File: config.mk
export PLATFORM = sky130hd
export DESIGN_NAME = mundo_robo
export DESIGN_NICKNAME = d
export VERILOG_FILES = /design/src/rtl/mundo_pkg.sv /design/src/rtl/mundo_map.sv /design/src/rtl/mundo_robo.sv
export SDC_FILE = /design/constraint.sdc
export NUM_CORES = 1
export LEC_CHECK = 0
export BUFFER_PORTS_ARGS = -buffer_cell sky130_fd_sc_hd__buf_4
export CAP_MARGIN = 20
export CORE_ASPECT_RATIO = 1.2
export CORE_MARGIN = 4
export CORE_UTILIZATION = 45
export CTS_BUF_LIST = sky130_fd_sc_hd__clkbuf_8
export DETAILED_ROUTE_END_ITERATION = 10
export GPL_TIMING_DRIVEN = 0
export HOLD_SLACK_MARGIN = 0.06
export PLACE_DENSITY = 0.73
export SYNTH_ARGS = -nofsm -noshare
export SYNTH_HDL_FRONTEND = slang
export SYNTH_SLANG_ARGS = --single-unit
File: constraint.sdc
create_clock -name clock -period 8.3 [get_ports clock]
set_input_delay 2.075 -clock clock [delete_from_list [all_inputs] [get_ports clock]]
set_output_delay 2.075 -clock clock [all_outputs]
set_load 0.005 [all_outputs]
File: src/rtl/mundo_pkg.sv
// Shared definitions for the wall-following robot world model: headings,
// FSM encoding and the per-heading grid step.
package mundo_pkg;

  localparam logic [1:0] DIR_N = 2'd0;
  localparam logic [1:0] DIR_E = 2'd1;
  localparam logic [1:0] DIR_S = 2'd2;
  localparam logic [1:0] DIR_W = 2'd3;

  typedef enum logic [1:0] {S_IDLE, S_RUN, S_HALT} state_t;

  // Two's-complement unit step, each field in {-1, 0, +1}
  typedef struct packed {
    logic [1:0] dx;
    logic [1:0] dy;
  } offs_t;

  function automatic offs_t dir_offset(input logic [1:0] d);
    offs_t o;
    o = '{dx: 2'b00, dy: 2'b00};
    case (d)
      DIR_N:   o.dy = 2'b01;
      DIR_E:   o.dx = 2'b01;
      DIR_S:   o.dy = 2'b11;
      default: o.dx = 2'b11;
    endcase
    return o;
  endfunction

endpackage

File: src/rtl/mundo_map.sv
// Wall bitmap (1 = wall) with async clear, gated write port and two
// combinational lookups; anything off the grid reads as a wall.
module mundo_map #(
  parameter int W  = 8,
  parameter int H  = 8,
  parameter int CW = 5,
  parameter int AW = $clog2(W*H)
) (
  input  logic                 clock,
  input  logic                 reset,
  input  logic                 en,
  input  logic                 we,
  input  logic [AW-1:0]        addr,
  input  logic                 wdata,
  input  logic signed [CW-1:0] ax,
  input  logic signed [CW-1:0] ay,
  input  logic signed [CW-1:0] lx,
  input  logic signed [CW-1:0] ly,
  output logic                 wall_ahead,
  output logic                 wall_left
);

  logic [W*H-1:0] bits;

  function automatic logic lookup(input logic [W*H-1:0] m,
                                  input logic signed [CW-1:0] x,
                                  input logic signed [CW-1:0] y);
    logic [AW-1:0] idx;
    if (x[CW-1] || y[CW-1] || x >= $signed(CW'(W)) || y >= $signed(CW'(H)))
      return 1'b1;
    idx = AW'(y) * AW'(W) + AW'(x);
    return m[idx];
  endfunction

  always_ff @(posedge clock or posedge reset) begin
    if (reset)          bits       <= '0;
    else if (we && en)  bits[addr] <= wdata;
  end

  always_comb begin
    wall_ahead = lookup(bits, ax, ay);
    wall_left  = lookup(bits, lx, ly);
  end

endmodule

File: src/rtl/mundo_robo.sv
// Cycle-based world for the wall-following controller; optional bump
// counter port enabled by MUNDO_COLLISION_CNT_EN.
module mundo_robo import mundo_pkg::*; #(
  parameter int W         = 8,
  parameter int H         = 8,
  parameter int START_X   = 0,
  parameter int START_Y   = 0,
  parameter int START_DIR = 0,
  parameter int GOAL_X    = W-1,
  parameter int GOAL_Y    = H-1
) (
  input  logic                      clock,
  input  logic                      reset,
  input  logic                      start,
  input  logic                      map_we,
  input  logic [$clog2(W*H)-1:0]    map_addr,
  input  logic                      map_wdata,
  input  logic                      avancar,
  input  logic                      girar,
  output logic                      head,
  output logic                      left,
  output logic [$clog2(W)-1:0]      pos_x,
  output logic [$clog2(H)-1:0]      pos_y,
  output logic [1:0]                dir,
  output logic                      running,
  output logic                      done,
  output logic                      fault,
  output logic                      bump,
  output logic [15:0]               step_count
`ifdef MUNDO_COLLISION_CNT_EN
  , output logic [7:0]              collisions
`endif
);

  localparam int XW = $clog2(W);
  localparam int YW = $clog2(H);
  localparam int CW = ((XW > YW) ? XW : YW) + 2;

  state_t state, state_n;
  logic [XW-1:0] px_n;
  logic [YW-1:0] py_n;
  logic [1:0]    d_n;
  logic          head_n, left_n, done_n, fault_n, bump_n, goal_hit;
  logic [15:0]   steps_n, steps_inc;
  offs_t         fo, lo;
  logic signed [CW-1:0] nx, ny, ax, ay, lx, ly;
  logic          wall_ahead, wall_left;

  always_ff @(posedge clock or posedge reset) begin
    if (reset) state <= S_IDLE;
    else       state <= state_n;
  end

  always_comb begin
    state_n = state;
    case (state)
      S_IDLE:  if (start) state_n = S_RUN;
      S_RUN:   if ((avancar && girar) || goal_hit) state_n = S_HALT;
      S_HALT:  if (start) state_n = S_IDLE;
      default: state_n = S_IDLE;
    endcase
  end

  always_comb running = (state == S_RUN);

  // During RUN the map is frozen, so the registered head sensor is exactly
  // the wall status of the cell ahead of the current pose.
  always_comb begin
    px_n      = pos_x;
    py_n      = pos_y;
    d_n       = dir;
    done_n    = done;
    fault_n   = fault;
    bump_n    = 1'b0;
    goal_hit  = 1'b0;
    steps_inc = (step_count == 16'hFFFF) ? step_count : step_count + 16'd1;
    steps_n   = step_count;
    case (state)
      S_IDLE: begin
        px_n = XW'(START_X);
        py_n = YW'(START_Y);
        d_n  = 2'(START_DIR);
      end
      S_RUN: begin
        if (avancar && girar) begin
          fault_n = 1'b1;
        end else if (avancar) begin
          if (head) begin
            bump_n = 1'b1;
          end else begin
            case (dir)
              DIR_N:   py_n = pos_y + 1'b1;
              DIR_E:   px_n = pos_x + 1'b1;
              DIR_S:   py_n = pos_y - 1'b1;
              default: px_n = pos_x - 1'b1;
            endcase
            steps_n  = steps_inc;
            goal_hit = (px_n == XW'(GOAL_X)) && (py_n == YW'(GOAL_Y));
            done_n   = goal_hit;
          end
        end else if (girar) begin
          d_n     = dir + 2'd1;
          steps_n = steps_inc;
        end
      end
      S_HALT: begin
        if (start) begin
          px_n    = XW'(START_X);
          py_n    = YW'(START_Y);
          d_n     = 2'(START_DIR);
          done_n  = 1'b0;
          fault_n = 1'b0;
          steps_n = '0;
        end
      end
      default: ;
    endcase
  end

  // Sensors are looked up against the pose that will be registered this edge
  always_comb begin
    fo = dir_offset(d_n);
    lo = dir_offset(d_n + 2'd3);
    nx = $signed(CW'(px_n));
    ny = $signed(CW'(py_n));
    ax = nx + $signed({{(CW-2){fo.dx[1]}}, fo.dx});
    ay = ny + $signed({{(CW-2){fo.dy[1]}}, fo.dy});
    lx = nx + $signed({{(CW-2){lo.dx[1]}}, lo.dx});
    ly = ny + $signed({{(CW-2){lo.dy[1]}}, lo.dy});
    head_n = (state_n != S_IDLE) && wall_ahead;
    left_n = (state_n != S_IDLE) && wall_left;
  end

  mundo_map #(.W(W), .H(H), .CW(CW)) u_map (
    .clock      (clock),
    .reset      (reset),
    .en         (state == S_IDLE),
    .we         (map_we),
    .addr       (map_addr),
    .wdata      (map_wdata),
    .ax         (ax),
    .ay         (ay),
    .lx         (lx),
    .ly         (ly),
    .wall_ahead (wall_ahead),
    .wall_left  (wall_left)
  );

  always_ff @(posedge clock or posedge reset) begin
    if (reset) begin
      pos_x      <= XW'(START_X);
      pos_y      <= YW'(START_Y);
      dir        <= 2'(START_DIR);
      head       <= 1'b0;
      left       <= 1'b0;
      done       <= 1'b0;
      fault      <= 1'b0;
      bump       <= 1'b0;
      step_count <= '0;
    end else begin
      pos_x      <= px_n;
      pos_y      <= py_n;
      dir        <= d_n;
      head       <= head_n;
      left       <= left_n;
      done       <= done_n;
      fault      <= fault_n;
      bump       <= bump_n;
      step_count <= steps_n;
    end
  end

`ifdef MUNDO_COLLISION_CNT_EN
  always_ff @(posedge clock or posedge reset) begin
    if (reset)                                collisions <= '0;
    else if (state == S_HALT && start)        collisions <= '0;
    else if (bump_n && collisions != 8'hFF)   collisions <= collisions + 8'd1;
  end
`endif

endmodule

; Yosys cells after proc, flatten, opt, wreduce, memory -nomap -nowiden
; Cells that the tools add are included.
[op_classes]
reduce_logical = 25
mux = 68
n_eq_ne = 18
order_cmp = 8
add_sub_neg = 13
[op_table]
columns = operator, n
row1 = 2-to-1 mux 16 bit, 6
row2 = bitwise mux 64 bit, 1
row3 = 2-to-1 mux 3 bit, 16
row4 = one-hot mux 16 bit (2 select lines), 1
row5 = 2-to-1 mux 1 bit, 22
row6 = < comparator 6 x 7 -> 1 bit (second input constant), 3
row7 = adder 4 x 2 -> 5 bit, 4
row8 = >= comparator 5 bit (second input constant), 4
row9 = one-hot mux 3 bit (3 select lines), 2
row10 = adder 16 x 1 -> 16 bit (second input constant), 1
row11 = == test 16 bit (second input constant), 1
row12 = one-hot mux 2 bit (2 select lines), 4
row13 = 2-to-1 mux 2 bit, 7
row14 = adder 6 x 5 -> 6 bit, 2
row15 = binary-select mux 1 bit (select 6 bit), 2
row16 = one-hot mux 2 bit (3 select lines), 2
row17 = one-hot mux 3 bit (2 select lines), 2
row18 = AND reduction 5 bit, 2
row19 = == test 2 x 1 -> 1 bit (second input constant), 4
row20 = == test 2 bit (second input constant), 4
row21 = logical NOT 2 bit, 4
row22 = inequality test 2 bit (second input constant), 4
row23 = logical OR 1 bit, 7
row24 = adder 3 x 1 -> 3 bit (second input constant), 2
row25 = other kinds (13), 25
[totals]
wordCells = 143
inputBits = 13
regBits = 95
out_inout_bits = 30

; Logic depth before layout (Yosys ltp)
[logic_depth]
depth_word = 18
ltp_mapped = 21
mapped_depth_nobuf = 20

; Hierarchy
; A second synthesis with hierarchy kept.
[hier_totals]
hier_cells = 620
hier_area_um2 = 6588.8
[modules_own_cells]
columns = module, area_each_um2, cells_each, instances, seq_area_each_um2
row1 = mundo_map, 4145.2, 364, 1, 1601.5
row2 = mundo_robo, 2443.6, 256, 1, 775.7

; Worst setup path after synthesis
; Ideal clock, no wire load.
[synth_path]
kind = input to register
start = in girar
end = reg left
setup_ns = 0.142
path_stages = 18
path_slack_ns = 1.946
t_arrival_ns = 6.212
cell_sequence = or3b_4 nor3_1 o21ai_0 nand2_1 o21a_1 inv_1 ha_1 a21o_1 a21oi_1 xnor2_1 ha_1 inv_1 fa_1 xnor2_1 mux4_2 mux2_2 nand2_1 a41oi_1
[synth_via]
elab_cells_between_ends = 35
[synth_lines]
columns = item, line
row1 = "start, declared", mundo_robo.sv:19  ; input logic girar,
row2 = logical AND 1 bit (*), mundo_robo.sv:85  ; if (avancar && girar) begin
row3 = 2-to-1 mux 3 bit (*), mundo_robo.sv:85
row4 = one-hot mux 3 bit (3 select lines) (*), mundo_robo.sv:78  ; case (state)
row5 = named net px_n[1], mundo_robo.sv:40  ; logic [XW-1:0] px_n;
row6 = adder 4 x 2 -> 5 bit (*), mundo_robo.sv:128  ; lx = nx + $signed({{(CW-2){lo.dx[1]}}, lo.dx});
row7 = "parallel branches: the longest is 4 deep, another holds adder 6 x 5 -> 6 bit", -
row8 = 2-to-1 mux 1 bit (*), mundo_map.sv:31  ; idx = AW'(y) * AW'(W) + AW'(x);
row9 = logical AND 1 bit (*), mundo_robo.sv:131  ; left_n = (state_n != S_IDLE) && wall_left;
row10 = named net left_n, mundo_robo.sv:43  ; logic head_n, left_n, done_n, fault_n, bump_n, goal_hit;
row11 = "end signal, assigned", mundo_robo.sv:165  ; left <= left_n;
row12 = "end, declared", mundo_robo.sv:21  ; output logic left,
; Mark *: on every way through the listed nets, which the timed path passes. The select of a mux whose other input is x is not followed.
; A chain may end at the register's enable or synchronous reset.

; Final worst setup path
; Same ends and word-level chain as after synthesis.

==> reports/qor.yml <==
worstHoldStart: "fault$_DFFE_PP0P_"
rsz0062_at_grt: "no"
final_antenna_net_count: 0
track_usage_pct: 20.1
clock-sinks: 95
fmax_mhz: 146
fin_worst_hold_slack_ns: 0.511
leakage_uw: 0.00312
yosysWarningCount: 0
finalHoldViolCount: 0
synth_compound_area_share_pct: 6.46
grt_first_pass_wirelength_um: 25000
layout.nets: 677
placedInstanceArea_sq_um: 6860
antenna_cells: 0
synthMuxAreaShare_pct: 26.3
crit_buf_inv: 3
status: "finished clean"
grt_max_degree: 65
synth-main-ff-cell: "dfrtp_1"
cts_tree: "done"
drive_gt1_share_pct: 27.5
min_path_type: "reg -> reg"
post_synth_inst_count: 579
drv_cap: 0
postCtsSetupBuffers: 0
routedWlPerCell_um: 18.7
ys_types: 59
io_buffers: 41
layout_min_cycle_time_ns: 6.84
synth_top_family_by_area: "multiplexers"
synth_top_area_share_pct: 37.8
root_buffer: "clkbuf_8"
path_max_fanout: 7
ctsHoldBuffers: 0
fin_crit_sh_pct: 82.4
routed_wl_um: 15100
post_drt_via_cell_ratio: 5.86
async_reset_ff_share_pct: 100
syn-num-nets: 622
ys_ff_latch: 95
dpl_worst_slack_ns: 1.05
firstDrtPassIters: 5
antenna_found_initial: 0
synthXorXnorAreaFrac_pct: 3.62
synth_edf_count: 0
crit_family: "compound AO/OA/AOI/OAI gates"
cts_buffers: 9
yosys-top-cells-area: "dfrtp_1 (38%), mux4_2 (13%), mux2_2 (12%), nand2_1 (4.6%), ha_1 (4.4%)"
route.detailed.drc: 0
synth_adder_area_share_pct: 6.92
area_delta_synth_final_pct: 12.1
critPathArrivalTime_ns: 7.07
worstPathCellList: "buf_4 > or3b_4 > nor3_1 > o21ai_0 > nand2_1 > o21a_1 > inv_1 > ha_1 > a21o_1 > a21oi_1 > xnor2_1 > ha_1 > inv_1 > fa_1 > xnor2_1 > mux4_2 > mux2_2 > nand2_1 > a41oi_1"
cellPowerDensity_nw_per_um2: 255
ff2ff_setup_slack_ns: 2.43
synth_area_leader_cell: "dfrtp_1"
drt_iter0_drc: 359
ios: 43
die-area_sq_um: 15900
vdd_drop_max_v: 0.000142
grt.overflow.total: 0
cp.required_ns: 8.53
slew_headroom_pct: 31.1
setup_slack_ns: 1.46
place_hpwl_um: 11500
crit_path_start: "girar"
dieWidth_um: 116
yosys.area_share.simple_pct: 15.5
utilization_pct: 51.3
clk_latency_ns: 0.37
slowest_delay_ns: 0.80
slowest_stage: "xnor2_1"
path_clk_slew_ns: 0.09
r2r-start: "dir[0]$_DFF_PP0_"
synth_area_sq_um: 6290
maxSlewViolCount: 0
globalplace.congestion: 0.883
h-tree-depth: 3
seq_area_frac_synth_pct: 37.8
start_util_pct: 45.7
grt_pass1_vias: 4929
critical_path_class: "in -> reg"
fp.dieH_um: 138
cts_buffer_depth: 2
end_kind: "flop"
vias: 4734
cts-resized-gates: 0
fin_area_sq_um: 7060
tns_ns: 0
setup_viol: 0
coreArea_sq_um: 13800
worstMarginPinSlew_ns: 1.03
avgSynthCellArea_sq_um: 10.9
row_count: 47
skew_ns: 0.00623
critPathLaunchType: "input port"
[sequential cells by signal, indices dropped and copies added, names as in the netlist]
signal      count
bump            1
head            1
dir             2
done            1
u_map.bits     64
state           2
pos_x           3
left            1
fault           1
pos_y           3
step_count     16
[layout make-up]
type / instances / area [sq um]
plain buffers: 30 / 126
clock buffers: 9 / 124
inverters: 24 / 92.6
clock inverters: 5 / 76.3
well taps: 171 / 214
fillers: 1266 / 6700
flip-flops and latches: 95 / 2380
multi-input cells: 430 / 3700
repair buffers: 44 / 348
[cell families after synthesis]
logic type      after synthesis
simple gates                201
mux                         113
flops                        95
compound gates               60
buf+inv                      54
fa+ha+maj                    30
xor+xnor                     26
[placed cells by master (no fill, tap or decap), types with 4 or more instances in the layout]
master and instances:
dfrtp_1 95, nand2_1 77, mux2_2 68, buf_4 45, nor2_1 43, mux4_2 35, inv_1 25, ha_1 22
clkbuf_1 19, xnor2_1 18, o21ai_0 14, nand3_1 13, a21oi_1 13, mux2i_1 10, nor4_1 9, clkbuf_8 9
nor3_1 8, nor2b_1 8, xor2_1 8, fa_1 8, nand4_1 7, a31oi_1 7, buf_1 6, nand2b_1 5
nand3b_1 4, and3_1 4, or3_1 4, nor3b_1 4
[power by group]
group | total (uW) | internal (uW) | leakage [uW] | switching, uW
Sequential | 623 | 546 | 0.00129 | 77.7
Clock | 328 | 166 | 0.000108 | 162
Combinational | 845 | 405 | 0.00173 | 440
Total | 1800 | 1120 | 0.00312 | 680
[path summary, 6_finish.rpt]
kind	end	cells past startpoint
worst max-delay path	left$_DFF_PP0_	19
worst min-delay path	fault$_DFFE_PP0P_	2
worst max register to register	left$_DFF_PP0_	20
worst min register to register	fault$_DFFE_PP0P_	2
max in group asynchronous	u_map.bits[31]$_DFFE_PP0P_	3
min in group asynchronous	step_count[9]$_DFFE_PP0P_	2
[cells in the mapped netlist (all sizes together), types with 2 or more instances]
cell	count
inv	24
and2b	2
nand4	7
nor3	8
nor4	9
a211oi	3
and2	2
fa	8
buf	11
a21o	2
o21ai	15
nand2	77
clkbuf	19
or3	4
a31o	2
mux2i	10
mux2	68
nor2	44
a31oi	7
xnor2	18
mux4	35
nand2b	6
nand3	13
and3	4
a21oi	14
dfrtp	95
nand3b	4
o21a	3
nor3b	4
a32o	3
ha	22
and3b	2
xor2	8
nor2b	8
[tightest hold or removal path: cells and delay by family, from the launching register on]
kind	cells	cell delay, ns
flops	1	0.35
simple gates	1	0.08
compound gates	1	0.05
[layer usage]
layer / track usage, % / wire, um
met2: 37.3 / 8330
met5: 0 / 0
met4: 7.29 / 372
met3: 3.21 / 600
met1: 23.3 / 5850
[through the flow]
stage | total power [uW] | cells
after floorplan | 1230 | 579
after global placement | 1440 | 791
after detailed placement | 1480 | 794
after CTS | 1810 | 808
after global routing | 1910 | 808
final | 1800 | 808
(Power assumes the default switching activity.)
